--- config.mk ---
export PLATFORM = sky130hd
export DESIGN_NAME = joypad_array
export DESIGN_NICKNAME = d
export VERILOG_FILES = /design/src/rtl/joypad_array.sv
export SDC_FILE = /design/constraint.sdc
export NUM_CORES = 1
export LEC_CHECK = 0
export ABC_CLOCK_PERIOD_IN_PS = 10100
export BUFFER_PORTS_ARGS = -buffer_cell sky130_fd_sc_hd__buf_4
export CAP_MARGIN = 20
export CORE_ASPECT_RATIO = 0.9
export CORE_UTILIZATION = 52
export CTS_CLUSTER_SIZE = 16
export DETAILED_ROUTE_END_ITERATION = 16
export GPL_TIMING_DRIVEN = 0
export PLACE_DENSITY = 0.8
export SLEW_MARGIN = 15
export SYNTH_ARGS = -nofsm -noshare
export SYNTH_HDL_FRONTEND = slang
export SYNTH_SLANG_ARGS = --single-unit
--- constraint.sdc ---
create_clock -name clk_sys -period 10.1 [get_ports clk_sys]
set_input_delay 2.02 -clock clk_sys [delete_from_list [all_inputs] [get_ports clk_sys]]
set_output_delay 2.02 -clock clk_sys [all_outputs]
set_load 0.1 [all_outputs]
--- src/rtl/joypad_array.sv ---
// rtl/joypad_array.sv - multi-pad controller conditioner: sync, analog-to-dpad, SOCD, autofire, merge
module joypad_array #(
    parameter int         NUM_PADS     = 2,
    parameter logic [7:0] DEADZONE     = 8'h10,
    parameter logic [7:0] HYST         = 8'h08,
    parameter int         AF_HALF      = 4,
    parameter bit         SOCD_NEUTRAL = 1'b1
) (
    input  logic                    clk_sys,
    input  logic                    reset,
    input  logic [32*NUM_PADS-1:0]  cont_key,
    input  logic [32*NUM_PADS-1:0]  cont_joy,
    input  logic                    frame_tick,
    input  logic [15:0]             af_mask,
    input  logic [1:0]              m_mode,
    input  logic [1:0]              active_pl,
    output logic [16*NUM_PADS-1:0]  pad_btn,
    output logic [4*NUM_PADS-1:0]   pad_type,
    output logic [NUM_PADS-1:0]     pad_chg,
    output logic [15:0]             m_btn
);

    localparam logic [7:0] LO_SET = 8'h80 - DEADZONE;
    localparam logic [7:0] LO_CLR = 8'h80 - DEADZONE + HYST;
    localparam logic [7:0] HI_SET = 8'h80 + DEADZONE;
    localparam logic [7:0] HI_CLR = 8'h80 + DEADZONE - HYST;
    localparam logic [7:0] AF_LAST = 8'(AF_HALF - 1);

    logic unused_af;
    assign unused_af = ^af_mask[3:0];

    for (genvar p = 0; p < NUM_PADS; p++) begin : g_pad
        logic [18:0] key_s1_q, key_s2_q;
        logic [15:0] joy_s1_q, joy_s2_q;
        logic [3:0]  flag_q, flag_d;
        logic [7:0]  cnt_q, cnt_d;
        logic        phase_q, phase_d;
        logic [15:0] btn_q, btn_d, prev_q;
        logic [2:0]  type_q;
        logic        chg_q;
        logic [3:0]  dir;
        logic [15:0] raw;
        logic [7:0]  x, y;
        logic        held;
        logic        unused_key;

        assign unused_key = ^cont_key[32*p+16 +: 13] ^ ^cont_joy[32*p+16 +: 16];

        always_comb begin
            x       = joy_s2_q[7:0];
            y       = joy_s2_q[15:8];
            flag_d  = flag_q;
            cnt_d   = cnt_q;
            phase_d = phase_q;
            // flag order matches the bitmap: up, down, left, right
            if (key_s2_q[18:16] == 3'd0) begin
                flag_d = 4'b0000;
            end else begin
                if (y < LO_SET) flag_d[0] = 1'b1; else if (y >= LO_CLR) flag_d[0] = 1'b0;
                if (y > HI_SET) flag_d[1] = 1'b1; else if (y <= HI_CLR) flag_d[1] = 1'b0;
                if (x < LO_SET) flag_d[2] = 1'b1; else if (x >= LO_CLR) flag_d[2] = 1'b0;
                if (x > HI_SET) flag_d[3] = 1'b1; else if (x <= HI_CLR) flag_d[3] = 1'b0;
            end
            dir = key_s2_q[3:0] | flag_d;
            if (SOCD_NEUTRAL) begin
                if (dir[0] && dir[1]) dir[1:0] = 2'b00;
                if (dir[2] && dir[3]) dir[3:2] = 2'b00;
            end
            raw  = {key_s2_q[15:4], dir};
            held = |(raw[15:4] & af_mask[15:4]);
            // idle pads park at phase 1 so a fresh press is visible at once
            if (!held) begin
                cnt_d   = 8'd0;
                phase_d = 1'b1;
            end else if (frame_tick) begin
                if (cnt_q == AF_LAST) begin
                    cnt_d   = 8'd0;
                    phase_d = ~phase_q;
                end else begin
                    cnt_d = cnt_q + 8'd1;
                end
            end
            btn_d = raw & {{12{phase_q}} | ~af_mask[15:4], 4'hF};
        end

        always_ff @(posedge clk_sys or posedge reset) begin
            if (reset) begin
                key_s1_q <= '0;
                key_s2_q <= '0;
                joy_s1_q <= '0;
                joy_s2_q <= '0;
                flag_q   <= '0;
                cnt_q    <= '0;
                phase_q  <= 1'b1;
                btn_q    <= '0;
                prev_q   <= '0;
                type_q   <= '0;
                chg_q    <= 1'b0;
            end else begin
                key_s1_q <= {cont_key[32*p+29 +: 3], cont_key[32*p +: 16]};
                key_s2_q <= key_s1_q;
                joy_s1_q <= cont_joy[32*p +: 16];
                joy_s2_q <= joy_s1_q;
                flag_q   <= flag_d;
                cnt_q    <= cnt_d;
                phase_q  <= phase_d;
                btn_q    <= btn_d;
                type_q   <= key_s2_q[18:16];
                prev_q   <= btn_q;
                chg_q    <= (btn_q != prev_q);
            end
        end

        assign pad_btn[16*p +: 16] = btn_q;
        assign pad_type[4*p +: 4]  = {1'b0, type_q};
        assign pad_chg[p]          = chg_q;
    end

    logic [15:0] m_btn_d, m_or, m_sel;

    always_comb begin
        m_or  = '0;
        m_sel = '0;
        for (int p = 0; p < NUM_PADS; p++) begin
            m_or = m_or | pad_btn[16*p +: 16];
            if (active_pl == 2'(p)) m_sel = pad_btn[16*p +: 16];
        end
        case (m_mode)
            2'd0:    m_btn_d = pad_btn[15:0];
            2'd1:    m_btn_d = m_or;
            2'd2:    m_btn_d = m_sel;
            default: m_btn_d = '0;
        endcase
    end

    always_ff @(posedge clk_sys or posedge reset) begin
        if (reset) m_btn <= '0;
        else       m_btn <= m_btn_d;
    end

endmodule

# After elaboration in Yosys (flattened, before gate mapping)
# Index checks and enable logic that the tools add are counted.
# classes
add_sub_neg	2
n_mul	0
div	0
n_lt_le_gt_ge	16
n_eq_ne	11
n_shift	0
mux	37
bitwise	12
reduce_logical	12
# ops
cell	n
8-bit two-way mux	6
16-bit case mux with 3 select lines	1
16-bit AND	2
8-bit by 7-bit greater-or-equal comparator with 1-bit output (second input constant)	4
8-bit greater-than comparator (second input constant)	4
8-bit <= comparator (second input constant)	4
8-bit by 7-bit less-than comparator with 1-bit output (second input constant)	4
16-bit two-way mux	2
16-bit inequality test	2
12-bit AND	2
12-bit bitwise OR	2
12-bit OR reduction	2
1-bit two-way mux	22
8-bit by 1-bit adder with 8-bit output (second input constant)	2
8-bit by 2-bit == test with 1-bit output (second input constant)	2
16-bit bitwise OR	1
12-bit inverter	1
2-bit two-way mux	4
4-bit two-way mux	2
4-bit bitwise OR	2
3-bit logical NOT	2
2-bit by 1-bit == test with 1-bit output (second input constant)	2
1-bit logical AND	4
2-bit logical NOT	2
5 further kinds	9
# totals
ff_bits	254
latchBits	0
ramBits	0
mem_bits_ro	0
input_bits	151
output_inout_bits	58
elab_cells	113
mem_count	0

# Depth between registers and ports, before layout
# depth
word_depth	8
ltp_mapped	6
depth_no_buf	5

# Least setup slack after synthesis
# No wires, ideal clock.
# synth_timing
path_type	reg2out
start	register g_pad[1].btn_q[13]
end	output pad_btn[29]
arrival_time_ns	0.951
slack_ns	7.129
path_stages_with_launch	1
path_buffers	0
cell_sequence	dfrtp_1
# synth_lines
item	line	source
start: declaration	38	logic [15:0] btn_q, btn_d, prev_q;
start signal: assignment	107	btn_q <= btn_d;
end: declaration	17	output logic [16*NUM_PADS-1:0] pad_btn,
# No word-level cell between the ends.

# Worst setup path in the final report
# layout_timing
start	register g_pad[1].btn_q[8]
end	output pad_btn[24]
# No word-level cell between the ends.

==> results.yml <==
cells_and_area:
  nNetsFinal: 867
  finalNonFillerCells: 934
  final_area_mm2: 0.0105
  syn_to_final_growth_pct: 26.9
  drive_gt1_share_pct: 28.6
  fill_cells: 1033
  antenna_cells: 0
power_and_ir_drop:
  p_leak_nw: 4.89
  ir_drop_mv: 0.171
  powerDensity_mw_per_mm2: 246
die:
  dieWidth_um: 135
  rows: 43
  io_pins: 209
  start_util_pct: 53.5
  core-area_mm2: 0.0155
  die_h_um: 122
  die-area_mm2: 0.0164
yosys:
  synth_cells: 543
  yosysSeqAreaShare_pct: 76.8
  synth_area_mm2: 0.00828
  synth.avg_cell_area_um2: 15.3
  yosysWarnings: 0
  synth.ff_latch_count: 254
  synth.distinct_cells: 41
worst_setup_path:
  end_kind: "output port"
  crit_path_max_incr_delay_ps: 520
  required_ps: 8080
  cp-start-kind: "register"
  cp_slowest_cell: "dfrtp_1"
  crit_arrival_ps: 1390
  cpLargestDelayFamily: "flip-flops"
  path_class: "register to output port"
  path_buf_inv: 1
  critical_path.cell_chain: "buf_4"
  path_max_fanout: 5
clock_tree:
  post_cts_buffers: 0
  cts_root_buf: "clkbuf_16"
  holdBufCountCts: 0
  ctsHtreeMaxLevel: 1
  cts_buffer_depth: 3
  cts_resized: 0
  cts.sinks: 254
  clock_latency_ps: 510
  clk_pin_slew_worst_paths_ps: 60
  cts_tree: "done"
  numCtsBuffers: 24
place:
  post-dp-hpwl_um: 11500
  gp_congestion: 0.800
  portBuffers: 142
  postPlaceCellArea_mm2: 0.00967
  dp.cells: 890
status:
  status: "complete, no violations"
timing:
  rsz0062_at_grt: "no"
  timing.slew.headroom_pct: 64.0
  fmax_mhz: 293
  maxSlewViolCount: 0
  worst_pin_slew_ps: 540
  setup_viol: 0
  finClkSkew_ps: 9.94
  finalCritPeriodShare_pct: 33.7
  hold_viol_final: 0
  min_period_ps: 3410
drt:
  wl_per_cell_um: 17.6
  vias_per_cell: 5.21
  vias: 4866
  detail-route-antenna-nets: 0
  drt_first_pass_iters: 4
  routed_wl_um: 16500
  drtIter0Drc: 196
  drc_errors: 0
global_routing:
  antenna_found_initial: 0
  grt_pass1_vias: 5071
  grt_pass1_wl_um: 26100
  grt_util_all_layers_pct: 20.8
  grt_remaining_overflow: 0
  grt_max_degree: 117
job:
  drv_cap: 0
hold_path:
  hold_class: "register to register"
==> through the flow <==
stage	hold WS, ps	utilization, %	setup slack [ps]	TNS [ps]	power, W
6_report	344	67.8	6690	0	0.00258
5_1_grt	349	67.8	6670	0	0.00268
4_1_cts	342	67.8	6690	0	0.00260
3_5_place_dp	335	62.4	6900	0	0.00167
3_3_place_gp	333	62.0	-508	-124890	0.00165
2_1_floorplan	331	-	1100	0	0.00153
==> power breakdown <==
| group | total (W) | switching [W] | internal, W |
|---|---|---|---|
| sequential | 0.00120 | 0.0000840 | 0.00112 |
| combinational | 0.000459 | 0.000332 | 0.000127 |
| clock | 0.000925 | 0.000352 | 0.000573 |
==> routing by layer <==
layer	global-route usage [%]	vias up	routed length [µm]
met2	34.0	180	8070
met5	0	-	0
li1	-	2241	-
met3	4.00	47	948
met1	27.8	2398	6910
met4	8.43	0	546
==> synthesized netlist by cell type <==
| library cell | count | share of area [%] |
|---|---|---|
| nand3b_1 | 1 | 0.091 |
| xor2_1 | 39 | 4.1 |
| nor3_2 | 4 | 0.48 |
| nor3_1 | 9 | 0.54 |
| nor2b_1 | 16 | 1.2 |
| clkbuf_2 | 1 | 0.060 |
| a21boi_0 | 24 | 2.2 |
| or2_1 | 1 | 0.076 |
| inv_1 | 4 | 0.18 |
| nor4b_2 | 2 | 0.36 |
| xnor2_1 | 5 | 0.53 |
| and4_1 | 1 | 0.11 |
| a221oi_1 | 6 | 0.63 |
| a311oi_1 | 1 | 0.11 |
| dfrtp_1 | 252 | 76 |
| nand2b_1 | 6 | 0.45 |
| o22ai_1 | 16 | 1.2 |
| nand4_1 | 7 | 0.53 |
| and3_1 | 3 | 0.23 |
| o311a_1 | 4 | 0.48 |
| or3_1 | 2 | 0.15 |
| conb_1 | 1 | 0.045 |
| buf_4 | 7 | 0.63 |
| nor4_1 | 8 | 0.60 |
| a211o_1 | 1 | 0.11 |
| and2_1 | 1 | 0.076 |
| dfstp_2 | 2 | 0.63 |
| nor2_1 | 21 | 0.95 |
| a21oi_1 | 41 | 2.5 |
| a31oi_1 | 1 | 0.076 |
| a211oi_1 | 9 | 0.82 |
| o21a_1 | 4 | 0.36 |
| ha_1 | 2 | 0.30 |
| and3_2 | 4 | 0.36 |
| buf_2 | 3 | 0.18 |
| nand3_1 | 7 | 0.42 |
| a22o_1 | 6 | 0.63 |
| nand2_1 | 10 | 0.45 |
| nor4_2 | 4 | 0.60 |
| buf_6 | 1 | 0.14 |
| clkbuf_1 | 6 | 0.27 |
==> flip-flops by register name, summed over array words and instances (netlist names) <==
register        flops
g_pad.btn_q        32
g_pad.chg_q         2
g_pad.cnt_q        16
g_pad.flag_q        8
g_pad.joy_s1_q     32
g_pad.joy_s2_q     32
g_pad.key_s1_q     38
g_pad.key_s2_q     38
g_pad.phase_q       2
g_pad.prev_q       32
g_pad.type_q        6
m_btn              16
==> cells by family after synthesis <==
logic type | count (synthesis) | share of synthesized area, %
other | 1 | 0.0453
buffers and inverters | 22 | 1.46
flip-flops | 254 | 76.8
AO/OA/AOI/OAI | 113 | 9.08
XOR/XNOR | 44 | 4.65
adder cells (fa/ha/maj) | 2 | 0.302
AND/OR/NAND/NOR | 107 | 7.70
==> path summary, 6_finish.rpt <==
check                                       from                    end  slack (ps)  depth (start not counted)
min in group asynchronous                  reset   g_pad[0].key_s1_q[8]        1440                          2
hold / removal             g_pad[1].key_s1_q[15]  g_pad[1].key_s2_q[15]         340                          0
setup reg to reg               g_pad[1].cnt_q[0]       g_pad[1].phase_q        8570                          5
setup / recovery               g_pad[1].btn_q[8]            pad_btn[24]        6690                          1
hold reg to reg            g_pad[1].key_s1_q[15]  g_pad[1].key_s2_q[15]         340                          0
max in group asynchronous                  reset     g_pad[0].prev_q[3]        7890                          3
==> cell type report <==
cell class	instances	area [µm²]	area share (%)
clock buffers	36	686	6.52
clock inverters	8	155	1.48
plain buffers	18	106	1.01
multi-input cells	268	1810	17.2
flip-flops and latches	254	6360	60.5
repair buffers	144	1120	10.7
well taps	202	253	2.40
inverters	4	22.5	0.214
==> layout by cell type (no fill, tap or decap), drive strengths merged, types with 5 or more instances in the layout <==
cell / count
dfrtp: 252
buf: 155
clkbuf: 43
a21oi: 41
xor2: 39
a21boi: 24
nor2: 21
nor2b: 16
o22ai: 16
nor3: 13
nor4: 12
nand2: 10
a211oi: 9
nand4: 7
nand3: 7
and3: 7
nand2b: 6
a22o: 6
a221oi: 6
xnor2: 5
Power figures use the tool's default switching activity.
